==> config.mk <==
export PLATFORM = sky130hd
export DESIGN_NAME = sysray_seq
export DESIGN_NICKNAME = d
export VERILOG_FILES = /design/src/rtl/sysray_seq.sv
export SDC_FILE = /design/constraint.sdc
export NUM_CORES = 1
export LEC_CHECK = 0
export BUFFER_PORTS_ARGS = -buffer_cell sky130_fd_sc_hd__buf_2
export CORE_MARGIN = 2
export CORE_UTILIZATION = 46
export CTS_CLUSTER_SIZE = 28
export DETAILED_ROUTE_END_ITERATION = 8
export PLACE_DENSITY = 0.76
export SYNTH_ARGS = -nofsm -noshare
export SYNTH_HDL_FRONTEND = slang
export SYNTH_SLANG_ARGS = --single-unit
==> constraint.sdc <==
create_clock -name clk -period 2.5 [get_ports clk]
set_clock_uncertainty 0.2 [all_clocks]
set_input_delay 0.5 -clock clk [delete_from_list [all_inputs] [get_ports clk]]
set_output_delay 0.5 -clock clk [all_outputs]
set_load 0.02 [all_outputs]
==> src/rtl/sysray_seq.sv <==
// Tile sequencer and input skewer for an N x N systolic array: accepts K beats per
// tile, delays lane i by i+1 cycles into a diagonal wavefront, then drains and pulses done.
module sysray_seq #(
    parameter int N      = 2,
    parameter int DATA_W = 16,
    parameter int K_W    = 16
) (
    input  logic                clk,
    input  logic                rst,
    input  logic                start_i,
    input  logic [K_W-1:0]      k_len_i,
    input  logic                beat_valid_i,
    output logic                beat_ready_o,
    input  logic [N*DATA_W-1:0] beat_data_i,
    input  logic [N*DATA_W-1:0] beat_weight_i,
    output logic [N*DATA_W-1:0] sysdata_o,
    output logic [N*DATA_W-1:0] sysweight_o,
    output logic [N-1:0]        valid_input_o,
    output logic [N-1:0]        valid_weight_o,
    output logic                busy_o,
    output logic                done_o
);

    typedef enum logic [1:0] {IDLE = 2'd0, FEED = 2'd1, DRAIN = 2'd2} state_t;

    localparam int              DR_W    = $clog2(3 * N);
    localparam logic [DR_W-1:0] DR_LAST = DR_W'(3 * N - 3);

    state_t          state_q, state_d;
    logic [K_W-1:0]  k_len_q, k_len_d;
    logic [K_W-1:0]  beat_cnt_q, beat_cnt_d;
    logic [DR_W-1:0] drain_cnt_q, drain_cnt_d;
    logic            done_q, done_d;
    logic            busy_q, busy_d;
    logic            accept_s;

    assign beat_ready_o = (state_q == FEED);
    assign accept_s     = beat_valid_i && beat_ready_o;
    assign busy_o       = busy_q;
    assign done_o       = done_q;

    // Next-state logic; done is raised on the edge that enters the final drain count.
    always_comb begin
        state_d     = state_q;
        k_len_d     = k_len_q;
        beat_cnt_d  = beat_cnt_q;
        drain_cnt_d = drain_cnt_q;
        done_d      = 1'b0;
        case (state_q)
            IDLE: begin
                if (start_i) begin
                    if (k_len_i != {K_W{1'b0}}) begin
                        state_d    = FEED;
                        k_len_d    = k_len_i;
                        beat_cnt_d = {K_W{1'b0}};
                    end else begin
                        done_d = 1'b1;
                    end
                end else begin
                    state_d = IDLE;
                end
            end
            FEED: begin
                if (accept_s) begin
                    if (beat_cnt_q == k_len_q - K_W'(1)) begin
                        state_d     = DRAIN;
                        drain_cnt_d = {DR_W{1'b0}};
                        done_d      = (DR_LAST == {DR_W{1'b0}});
                    end else begin
                        beat_cnt_d = beat_cnt_q + K_W'(1);
                    end
                end else begin
                    beat_cnt_d = beat_cnt_q;
                end
            end
            DRAIN: begin
                if (drain_cnt_q == DR_LAST) begin
                    state_d = IDLE;
                end else begin
                    drain_cnt_d = drain_cnt_q + DR_W'(1);
                    done_d      = ((drain_cnt_q + DR_W'(1)) == DR_LAST);
                end
            end
            default: begin
                state_d = IDLE;
            end
        endcase
        busy_d = (state_d != IDLE);
    end

    // Control registers.
    always_ff @(posedge clk) begin
        if (rst) begin
            state_q     <= IDLE;
            k_len_q     <= {K_W{1'b0}};
            beat_cnt_q  <= {K_W{1'b0}};
            drain_cnt_q <= {DR_W{1'b0}};
            done_q      <= 1'b0;
            busy_q      <= 1'b0;
        end else begin
            state_q     <= state_d;
            k_len_q     <= k_len_d;
            beat_cnt_q  <= beat_cnt_d;
            drain_cnt_q <= drain_cnt_d;
            done_q      <= done_d;
            busy_q      <= busy_d;
        end
    end

    for (genvar i = 0; i < N; i++) begin : g_lane
        // Each stage holds {valid, value}; non-accepted slots carry all zeros.
        logic [DATA_W:0] dat_sk_q [0:i];
        logic [DATA_W:0] dat_sk_d [0:i];
        logic [DATA_W:0] wgt_sk_q [0:i];
        logic [DATA_W:0] wgt_sk_d [0:i];

        // Stage 0 load and shift along the lane.
        always_comb begin
            if (accept_s) begin
                dat_sk_d[0] = {1'b1, beat_data_i[i*DATA_W +: DATA_W]};
                wgt_sk_d[0] = {1'b1, beat_weight_i[i*DATA_W +: DATA_W]};
            end else begin
                dat_sk_d[0] = {(DATA_W+1){1'b0}};
                wgt_sk_d[0] = {(DATA_W+1){1'b0}};
            end
            for (int s = 1; s <= i; s++) begin
                dat_sk_d[s] = dat_sk_q[s-1];
                wgt_sk_d[s] = wgt_sk_q[s-1];
            end
        end

        // Skew registers.
        always_ff @(posedge clk) begin
            for (int s = 0; s <= i; s++) begin
                if (rst) begin
                    dat_sk_q[s] <= {(DATA_W+1){1'b0}};
                    wgt_sk_q[s] <= {(DATA_W+1){1'b0}};
                end else begin
                    dat_sk_q[s] <= dat_sk_d[s];
                    wgt_sk_q[s] <= wgt_sk_d[s];
                end
            end
        end

        assign sysdata_o[i*DATA_W +: DATA_W]   = dat_sk_q[i][DATA_W-1:0];
        assign sysweight_o[i*DATA_W +: DATA_W] = wgt_sk_q[i][DATA_W-1:0];
        assign valid_input_o[i]                = dat_sk_q[i][DATA_W];
        assign valid_weight_o[i]               = wgt_sk_q[i][DATA_W];
    end

endmodule

# --- Word-level counts from Yosys, hierarchy flattened ---
# Memories as Yosys holds them, arrays and structs flattened.
# Cells that the tools add are included.
word_totals:
  ram_bits: 102
  elab_cells: 73
  latch_bits: 0
  romBits: 0
  mem_count: 4
  out_inout_bits: 71
  regBits: 39
classes:
  n_div: 0
  muxes: 34
  bitwise: 4
  n_eq_ne: 11
  n_mul: 0
  add_sub_neg: 3
  shift: 0
  n_reduce_logical: 11
  order_cmp: 0
memory_table:
  columns: ["name", "words", "word_bits", "read_ports", "rd_clocked_by_memory_dff", "wr", "line_no", "text"]
  rows:
  - ["g_lane[1].dat_sk_q", 2, 17, 2, 0, 2, "112", "logic [DATA_W:0] dat_sk_q [0:i];"]
  - ["g_lane[1].wgt_sk_q", 2, 17, 2, 0, 2, "114", "logic [DATA_W:0] wgt_sk_q [0:i];"]
  - ["g_lane[0].dat_sk_q", 1, 17, 1, 0, 1, "112", null]
  - ["g_lane[0].wgt_sk_q", 1, 17, 1, 0, 1, "114", null]
op_table:
  columns: ["operator", "count"]
  rows:
  - ["$mux W17", 10]
  - ["$mux W16", 4]
  - ["$reduce_or A17 Y1", 2]
  - ["$pmux W16 S2", 1]
  - ["$add A16 B1 Y16 const B", 1]
  - ["$eq A16 B16 Y1", 1]
  - ["$reduce_bool A16 Y1", 1]
  - ["$sub A16 B1 Y16 const B", 1]
  - ["$mux W2", 5]
  - ["$mux W3", 3]
  - ["$mux W1", 8]
  - ["$ne A2 B2 Y1 const B", 4]
  - ["$eq A3 B2 Y1 const B", 2]
  - ["$pmux W2 S3", 1]
  - ["$pmux W3 S2", 1]
  - ["$reduce_bool A2 Y1", 3]
  - ["$reduce_and A5 Y1", 1]
  - ["$ne A2 B1 Y1 const B", 2]
  - ["$or A1 B1 Y1", 4]
  - ["$reduce_and A4 Y1", 1]
  - ["$add A3 B1 Y3 const B", 1]
  - ["$reduce_and A3 Y1", 1]
  - ["$eq A2 B1 Y1 const B", 1]
  - ["$eq A2 B2 Y1 const B", 1]
  - ["3 further kinds", 3]

# --- Longest topological paths before layout ---
# Gate-level depths: netlist (run 1).
depth:
  word_depth: 6
  ltp_mapped: 10
  ltp_nobuf: 9

# --- Worst setup path before layout (run 1) ---
# OpenSTA, ideal clock, no wires.
synth_path:
  kind: "reg2reg"
  startpoint: "register k_len_q[2]"
  endpoint: "register drain_cnt_q[1]"
  synth_period_minus_slack_ns: 2.719
  setup_time_ns: 0.132
  arrival_time_ns: 2.388
  n_path_buf: 2
  stages_incl_launch_ff: 10
  setup_slack_ns: -0.219
  cell_sequence: "dfxtp_1 buf_6 or4_4 or3_1 a22oi_2 nand4_2 nor4_4 clkbuf_2 o221a_2 nor3_1"
synth_between:
  elab_chain_len: 4
synth_lines:
  columns: ["element", "line_no", "text"]
  rows:
  - ["from (decl)", "30", "logic [K_W-1:0] k_len_q, k_len_d;"]
  - ["from (signal assigned)", "95", "k_len_q <= {K_W{1'b0}};"]
  - ["from (signal assigned)", "102", "k_len_q <= k_len_d;"]
  - ["$sub A16 B1 Y16", "65", "if (beat_cnt_q == k_len_q - K_W'(1)) begin"]
  - ["$eq A16 B16 Y1", "65", null]
  - ["$ne A2 B1 Y1 (no line)", null, null]
  - ["$reduce_and A4 Y1 (no line)", null, null]
  - ["to (signal assigned)", "97", "drain_cnt_q <= {DR_W{1'b0}};"]
  - ["to (signal assigned)", "104", "drain_cnt_q <= drain_cnt_d;"]
  - ["to (decl)", "32", "logic [DR_W-1:0] drain_cnt_q, drain_cnt_d;"]
# Every way passes these cells.
# A chain may end at the register's enable or synchronous reset.

# --- Final worst setup path (run 1) ---
layout_path:
  startpoint: "register k_len_q[0]"
  endpoint: "register beat_cnt_q[14]"
layout_between:
  elab_chain_len: 4
layout_lines:
  columns: ["element", "line_no", "text"]
  rows:
  - ["$sub A16 B1 Y16", "65", null]
  - ["$eq A16 B16 Y1", "65", null]
  - ["$ne A2 B2 Y1 (no line)", null, null]
  - ["$reduce_and A5 Y1 (no line)", null, null]
  - ["to (signal assigned)", "96", "beat_cnt_q <= {K_W{1'b0}};"]
  - ["to (signal assigned)", "103", "beat_cnt_q <= beat_cnt_d;"]
  - ["to (decl)", "31", "logic [K_W-1:0] beat_cnt_q, beat_cnt_d;"]
# Every way passes these cells.

==> results by group, run 1 <==
Outcome
  • Status: finished, violations left
  • Violated checks: negative setup slack

Placement
  • Dpl cell area: 6050 um^2
  • Setup slack at placement: -242 ps
  • DP Wirelength: around 8400 um
  • I/O Buffers: 154
  • Final GP Congestion: ~0.85

Yosys
  • Mapped Area: ~5000 um^2
  • Ys flop type: dfxtp_1
  • Yosys reg bits: 137
  • Syn. warnings: 0
  • Area leader, netlist: dfxtp_1
  • Cell variety after synth: between 50 and 60
  • Mapped Nets: roughly 600
  • Top post-synthesis cells by area: dfxtp_1 55%, and2_1 8.1%, nor2b_1 4.4%, a21oi_1 3.5%, nand2_1 3.5%
  • Avg Inst Size Synth: ~9.8 um^2
  • Register area share after synthesis: 0.552
  • Yosys top cell area share: 0.552
  • FFs w/ async S/R, synth: 0
  • Number of synthesized flops with an enable pin: 0
  • Post-Synthesis Cells: roughly 510

Min path
  • Hold path start: k_len_i[0]
  • Hold Crit Class: input pin to flop

Global route
  • Vias in the first global route: around 4.7k
  • Largest net degree at the start of global routing: 66
  • First-pass GRT wire length: 22,700 um
  • Global-route usage over all layers: 0.255
  • Antenna violations before repair: 0
  • Total grt overflow: 0

Timing
  • Max Fclk: ~0.38 GHz
  • Tcrit/Tclk final: 1.04
  • Final Max Tran Viols: 0
  • Post-route setup slack: -112 ps
  • Relative max-transition margin: 0.322
  • RSZ-0062 raised after global routing: true
  • Hold_ws: 16.6 ps
  • Final min period: 2610 ps
  • Final hold violations: 0
  • Slew @ Worst Pin: roughly 1000 ps
  • Setup TNS Final: -1620 ps
  • Final number of setup-violating endpoints: 20

Floorplan
  • Initial cell density of the core: 0.477
  • Die height: between 100 and 150 um
  • Die area: ~12,000 um^2
  • Rows: 37
  • Die span in x: 108 um
  • I/O pin total: around 160
  • Core area: around 10,000 um^2

CTS
  • H-tree levels: 4
  • CTS root buffer: clkbuf_8
  • CTS tree: built
  • Worst skew pair latency: 530 ps
  • Clk sinks: 137
  • Clock-pin transition on the worst setup and hold timing paths: around 60 ps
  • Num CTS Buffers: 17
  • Max clock buf depth: 2

Detailed routing
  • Drt first pass iters: 4
  • Post-DRT Antenna Nets: 0
  • Via-to-Cell Ratio: between 5 and 6
  • Total wire length: around 14,000 um
  • Post-route DRC: 0
  • Wire per inst: ~16 um
  • First-iteration detailed-routing DRC count: 176
  • Via total after detailed routing: roughly 4.6k

Final layout
  • Net count reported at finish: 839
  • Area growth syn-to-layout: 47.9%
  • Share of post-route cells with drive strength above 1: 0.313
  • Filler cells: 682
  • Final Util: 0.705
  • Area of the multi-input gates: ~2100 um^2
  • Final instance area: ~7300 um^2
  • FF/Latch Area: between 2000 and 3000 um^2
  • Antenna cells: 0

Critical path
  • Startpoint Class: flop
  • Crit path kind: flop to flop
  • Worst-path fanout max: 10
  • CP Data Required Time: 2750 ps
  • Worst Setup End Kind: flop
  • Reg2reg start: k_len_q[0]
  • Arr. time, crit path: 2870 ps
  • Crit path from: k_len_q[0]

Run
  • Max capacitance violation total: 0

Power
  • Peak supply drop: 0.591 mV
  • PD cells: 737 nW/um^2
  • Static leakage: around 3.3 nW
## critical path, stage by stage, from the launching register on
cell and delay (ps):
dfxtp_2 350, or4_4 580, or3_1 350, a22oi_2 150
nand4_2 120, nor4_4 280, buf_6 190, buf_4 120
o21ai_0 90, a21oi_1 120
## sequential cells by signal (all words and copies together), names as in the netlist
register,flops
state_q,2
beat_cnt_q,16
done_o,1
g_lane.dat_sk_q,50
drain_cnt_q,3
busy_o,1
g_lane.wgt_sk_q,48
k_len_q,16
## layout make-up
cell class	instances	area share
clock inverters	6	0.0153
inverters	9	0.00460
well taps	136	0.0232
clock buffers	26	0.0651
multi-input cells	334	0.291
flip-flops and latches	137	0.374
repair buffers	251	0.226
## routing by layer
metal | GRT usage | up-vias | share of wire
li1 | - | 2196 | -
met3 | 0.0995 | 29 | 0.080
met5 | 0 | - | 0
met1 | 0.278 | 2165 | 0.38
met2 | 0.448 | 171 | 0.51
met4 | 0.0952 | 0 | 0.023
## synthesized netlist by cell type (3+ instances only)
cell,number
o21ai_0,15
nor3_1,7
or4_1,5
xnor2_1,16
inv_1,8
o211ai_1,3
and2_1,64
clkbuf_1,19
nand3b_1,3
nand2_1,46
buf_4,4
nand4_1,12
or3_1,16
and3_1,3
nor2b_1,35
xor2_1,5
ha_1,5
a21oi_1,35
nor2_1,15
nand2b_1,3
o21ai_1,4
dfxtp_1,137
nand3_1,7
nor4_1,7
## power by group
part / switching (mW) / leakage [nW] / internal (mW) / total [mW]
registers: 0.0387 / 1.11 / 2.24 / 2.28
clock network: 0.905 / 0.288 / 1.60 / 2.51
logic: 0.307 / 1.87 / 0.316 / 0.623
total: 1.25 / 3.27 / 4.16 / 5.41
## cell usage in the layout (no fill, tap or decap), types with 2 or more instances in the layout
cell type / Yosys / final
or4_1: 5 / 5
clkbuf_1: 19 / 6
dfxtp_1: 137 / 135
buf_6: 2 / 2
nor3_1: 7 / 7
o221a_2: 2 / 2
clkinv_4: 0 / 2
dlygate4sd3_1: 0 / 63
inv_1: 8 / 6
nand3b_1: 3 / 3
nand2b_1: 3 / 3
nand2_1: 46 / 46
nand4_1: 12 / 12
nor2b_1: 35 / 35
clkbuf_8: 0 / 4
o21ai_1: 4 / 4
ha_1: 5 / 4
o21ai_0: 15 / 14
inv_2: 0 / 2
clkbuf_16: 0 / 16
bufinv_16: 0 / 3
and3_1: 3 / 3
o211ai_1: 3 / 3
xnor2_2: 0 / 3
a21oi_2: 0 / 2
buf_4: 4 / 32
nand3_1: 7 / 7
and2_1: 64 / 64
xnor2_1: 16 / 13
a21oi_1: 35 / 33
or3_1: 16 / 16
nor4_1: 7 / 6
nor2_1: 15 / 14
buf_2: 2 / 154
mux2i_1: 2 / 2
xor2_1: 5 / 5
## final timing paths
| kind | depth (start not counted) | slack, ps | to |
|---|---|---|---|
| max | 9 | -110 | beat_cnt_q[14] |
| max reg2reg | 9 | -110 | beat_cnt_q[14] |
| min | 3 | 20 | k_len_q[0] |
| min reg2reg | 1 | 230 | g_lane[1].wgt_sk_q[1][6] |
## metrics by stage
stage          total power [mW]  std cells
3_5_place_dp               2.83        803
6_report                   5.41        899
3_3_place_gp               2.81        803
4_1_cts                    5.38        899
5_1_grt                    5.57        899
2_1_floorplan              2.63        509
## kinds of logic (layout without fill, tap and decap cells)
logic type               after synthesis  in the layout  share of synthesized area
multiplexers                           2              2                    0.00403
adder cells (fa/ha/maj)                5              5                     0.0126
AO/OA/AOI/OAI                         75             75                     0.0899
buffers and inverters                 38            292                     0.0355
flip-flops                           137            137                      0.552
XOR/XNOR                              21             21                     0.0370
AND/OR/NAND/NOR                      231            231                      0.269
## what timing repair did
action | CTS | global route
setup endpoints to repair | 20 | 22
gates resized for setup | 4 | 9
hold buffers | 63 | 0
setup buffers | 1 | 0
hold endpoints to repair | 63 | 0
pin swaps | 1 | 3
No activity file was read; power rests on OpenSTA's default activity.
==> run 2, diff against run 1 <==
==> constraint.sdc (replaced) <==
create_clock -name clk -period 2.5 [get_ports clk]
set_clock_uncertainty 0.2 [all_clocks]
set_input_delay 0.375 -clock clk [delete_from_list [all_inputs] [get_ports clk]]
set_output_delay 0.375 -clock clk [all_outputs]
set_load 0.02 [all_outputs]
==> run 2 against run 1 <==
The flow still finishes with violations (negative setup slack). Core utilization up 0.48 points. Worst hold slack improved by 26 ps. Critical endpoint unchanged. Final area grew 0.68%. Sequential share of layout area is 0.29 points lower. Setup slack improved by 15 ps. Clock power decreased by 10%. Routed wire length increased by 2.1%. Global-route usage increased by 0.83 points. Combinational power rose by 1%. Die area unchanged. Clock-buffer cell count is 8 lower. Largest power group is now sequential cells. Sequential power about the same.
==> results by group, run 2 (synthesized netlist as in run 1, its figures left out) <==
Global route
  • First-pass GRT wire length: 23,400 um (+3.3%)
  • Total grt overflow: 0 (unchanged)
  • Vias in the first global route: 4,746 (+0.79%)
  • Global-route usage over all layers: 0.263 (+0.00833)
  • Largest net degree at the start of global routing: 66 (unchanged)
  • Antenna violations before repair: 0 (unchanged)

Floorplan
  • Die span in x: 108 um (unchanged)
  • Rows: 37 (unchanged)
  • Die area: 11,600 um^2 (unchanged)
  • Core area: 10,400 um^2 (unchanged)
  • I/O pin total: 155 (unchanged)
  • Initial cell density of the core: 0.477 (unchanged)
  • Die height: 108 um (unchanged)

Detailed routing
  • First-iteration detailed-routing DRC count: 163 (-7.4%)
  • Post-DRT Antenna Nets: 0 (unchanged)
  • Total wire length: 14,600 um (+2.1%)
  • Via-to-Cell Ratio: 5.04 (-0.56%)
  • Via total after detailed routing: 4,611 (+1.1%)
  • Wire per inst: 15.9 um (+0.39%)
  • Drt first pass iters: 4 (unchanged)
  • Post-route DRC: 0 (unchanged)

Critical path
  • Slowest-stage cell, CP: or4_4
  • Worst path most repeated cell: buf_4
  • Arr. time, crit path: 2850 ps (-20 ps)
  • WP buf/inv: 2 (unchanged)
  • Worst path depth: 9 (unchanged)
  • Startpoint Class: flop
  • Crit path kind: flop to flop
  • CP Data Required Time: 2750 ps (about the same)
  • Worst-path fanout max: 10 (unchanged)
  • Crit-path max cell delay: 570 ps (about the same)
  • R2R depth: 9 (unchanged)
  • Worst Setup End Kind: flop
  • CP delay by family, top: simple AND/OR/NAND/NOR gates
  • Crit-path cells: or4_4 > or3_1 > a22oi_2 > nand4_2 > nor4_4 > buf_4 > buf_4 > o21ai_0 > a21oi_1

Final layout
  • Max reg flops: 50 (unchanged)
  • Net count reported at finish: 854 (+1.8%)
  • Share of post-route cells with drive strength above 1: 0.306 (-0.00732)
  • Most frequent cells in the layout: 154 x buf_2, 135 x dfxtp_1, 80 x dlygate4sd3_1
  • Largest reg by FF count: g_lane.dat_sk_q
  • Top Registers: g_lane.dat_sk_q x50, g_lane.wgt_sk_q x48
  • FF/Latch Area: 2750 um^2 (about the same)
  • Area growth syn-to-layout: 48.9%
  • Fin cells: 914 (+1.7%)
  • Final Util: 0.710 (+0.00480)
  • Final instance area: 7400 um^2 (+0.68%)
  • Area of the multi-input gates: 2100 um^2 (-1.7%)
  • Filler cells: 698 (+2.3%)
  • Commonest non-fill, non-tap cell in the layout: buf_2
  • Antenna cells: 0 (unchanged)

Timing
  • Final min period: 2600 ps (-15.0 ps)
  • Post-route setup slack: -97.1 ps (+15.0 ps)
  • Final number of setup-violating endpoints: 18 (-10%)
  • Final hold violations: 0 (unchanged)
  • Tcrit/Tclk final: 1.04 (-0.00598)
  • RSZ-0062 raised after global routing: true
  • Relative max-transition margin: 0.587 (+0.266)
  • Hold_ws: 43.1 ps (+26.4 ps)
  • Slew @ Worst Pin: 619 ps (-396 ps)
  • Setup TNS Final: -871 ps (+747 ps)
  • Max Fclk: 0.385 GHz (+0.58%)
  • Final Max Tran Viols: 0 (unchanged)

Placement
  • Final GP Congestion: 0.919 (+7.6%)
  • DP Wirelength: 8400 um (+0.12%)
  • Dpl cell area: 6040 um^2 (-0.25%)
  • Dpl cells: 801 (-0.25%)
  • I/O Buffers: 154 (unchanged)

CTS
  • Num CTS Buffers: 17 (unchanged)
  • H-tree levels: 4 (unchanged)
  • CTS tree: built
  • Clk sinks: 137 (unchanged)
  • Max clock buf depth: 2 (unchanged)
  • CTS root buffer: clkbuf_8
  • Clock-pin transition on the worst setup and hold timing paths: 60 ps (about the same)
  • Worst skew pair latency: 520 ps (about the same)

Outcome
  • Violated checks: negative setup slack
  • Status: finished, violations left

Power
  • PD cells: 698 nW/um^2 (-5.3%)
  • Peak supply drop: 0.624 mV (+5.6%)
  • Static leakage: 3.29 nW (+0.60%)

Min path
  • Hold Crit Class: input pin to flop
  • Hold path depth: 4 (+1)

Run
  • Max capacitance violation total: 0 (unchanged)
## run 2: cell type report
cell class,instances,area share
Tap cell,136,0.0230
Multi-Input combinational cell,334,0.285
Clock buffer,18,0.0565
Sequential cell,137,0.371
Inverter,9,0.00457
Clock inverter,14,0.0154
Timing Repair Buffer,266,0.245
## run 2: final timing paths
path / to / slack (ps) / startpoint
worst max-delay path: beat_cnt_q[14] / -100 / k_len_q[0]
worst min-delay path: k_len_q[7] / 40 / k_len_i[7]
worst max register to register: beat_cnt_q[14] / -100 / k_len_q[0]
worst min register to register: g_lane[1].wgt_sk_q[1][1] / 240 / g_lane[1].wgt_sk_q[0][1]
## run 2: worst min-delay path, cell delays in order
cell and delay [ps]:
buf_2 110, buf_4 120, nand2_1 50, a21oi_1 60
## run 2: metal layers
layer,share of wire,routed length [um],vias up,global-route usage
met1,0.39,5700,2182,0.285
met3,0.068,987,36,0.0910
met4,0.030,430,0,0.116
met5,0,0,-,0
met2,0.51,7450,160,0.465
li1,-,-,2233,-
## run 2: stage by stage
step	power (mW)	worst slack (ps)
2_1_floorplan	2.63	-43.3
3_3_place_gp	2.81	-96.2
3_5_place_dp	2.82	-168
4_1_cts	5.14	-86.4
5_1_grt	5.34	-255
6_report	5.16	-97.1
## run 2: what timing repair did
action                                  4_1_cts  5_1_grt
hold endpoints to repair                     80        0
hold buffers                                 80        0
pin swaps                                     3        2
endpoints found under the setup margin       20       22
setup buffers                                 0        1
resized for setup                             3        2
## run 2: report_power, final
group / leakage [nW] / internal [mW] / switching (mW) / total, mW
Sequential: 1.11 / 2.24 / 0.0377 / 2.28
Combinational: 1.92 / 0.326 / 0.303 / 0.629
Clock: 0.260 / 1.24 / 1.01 / 2.25
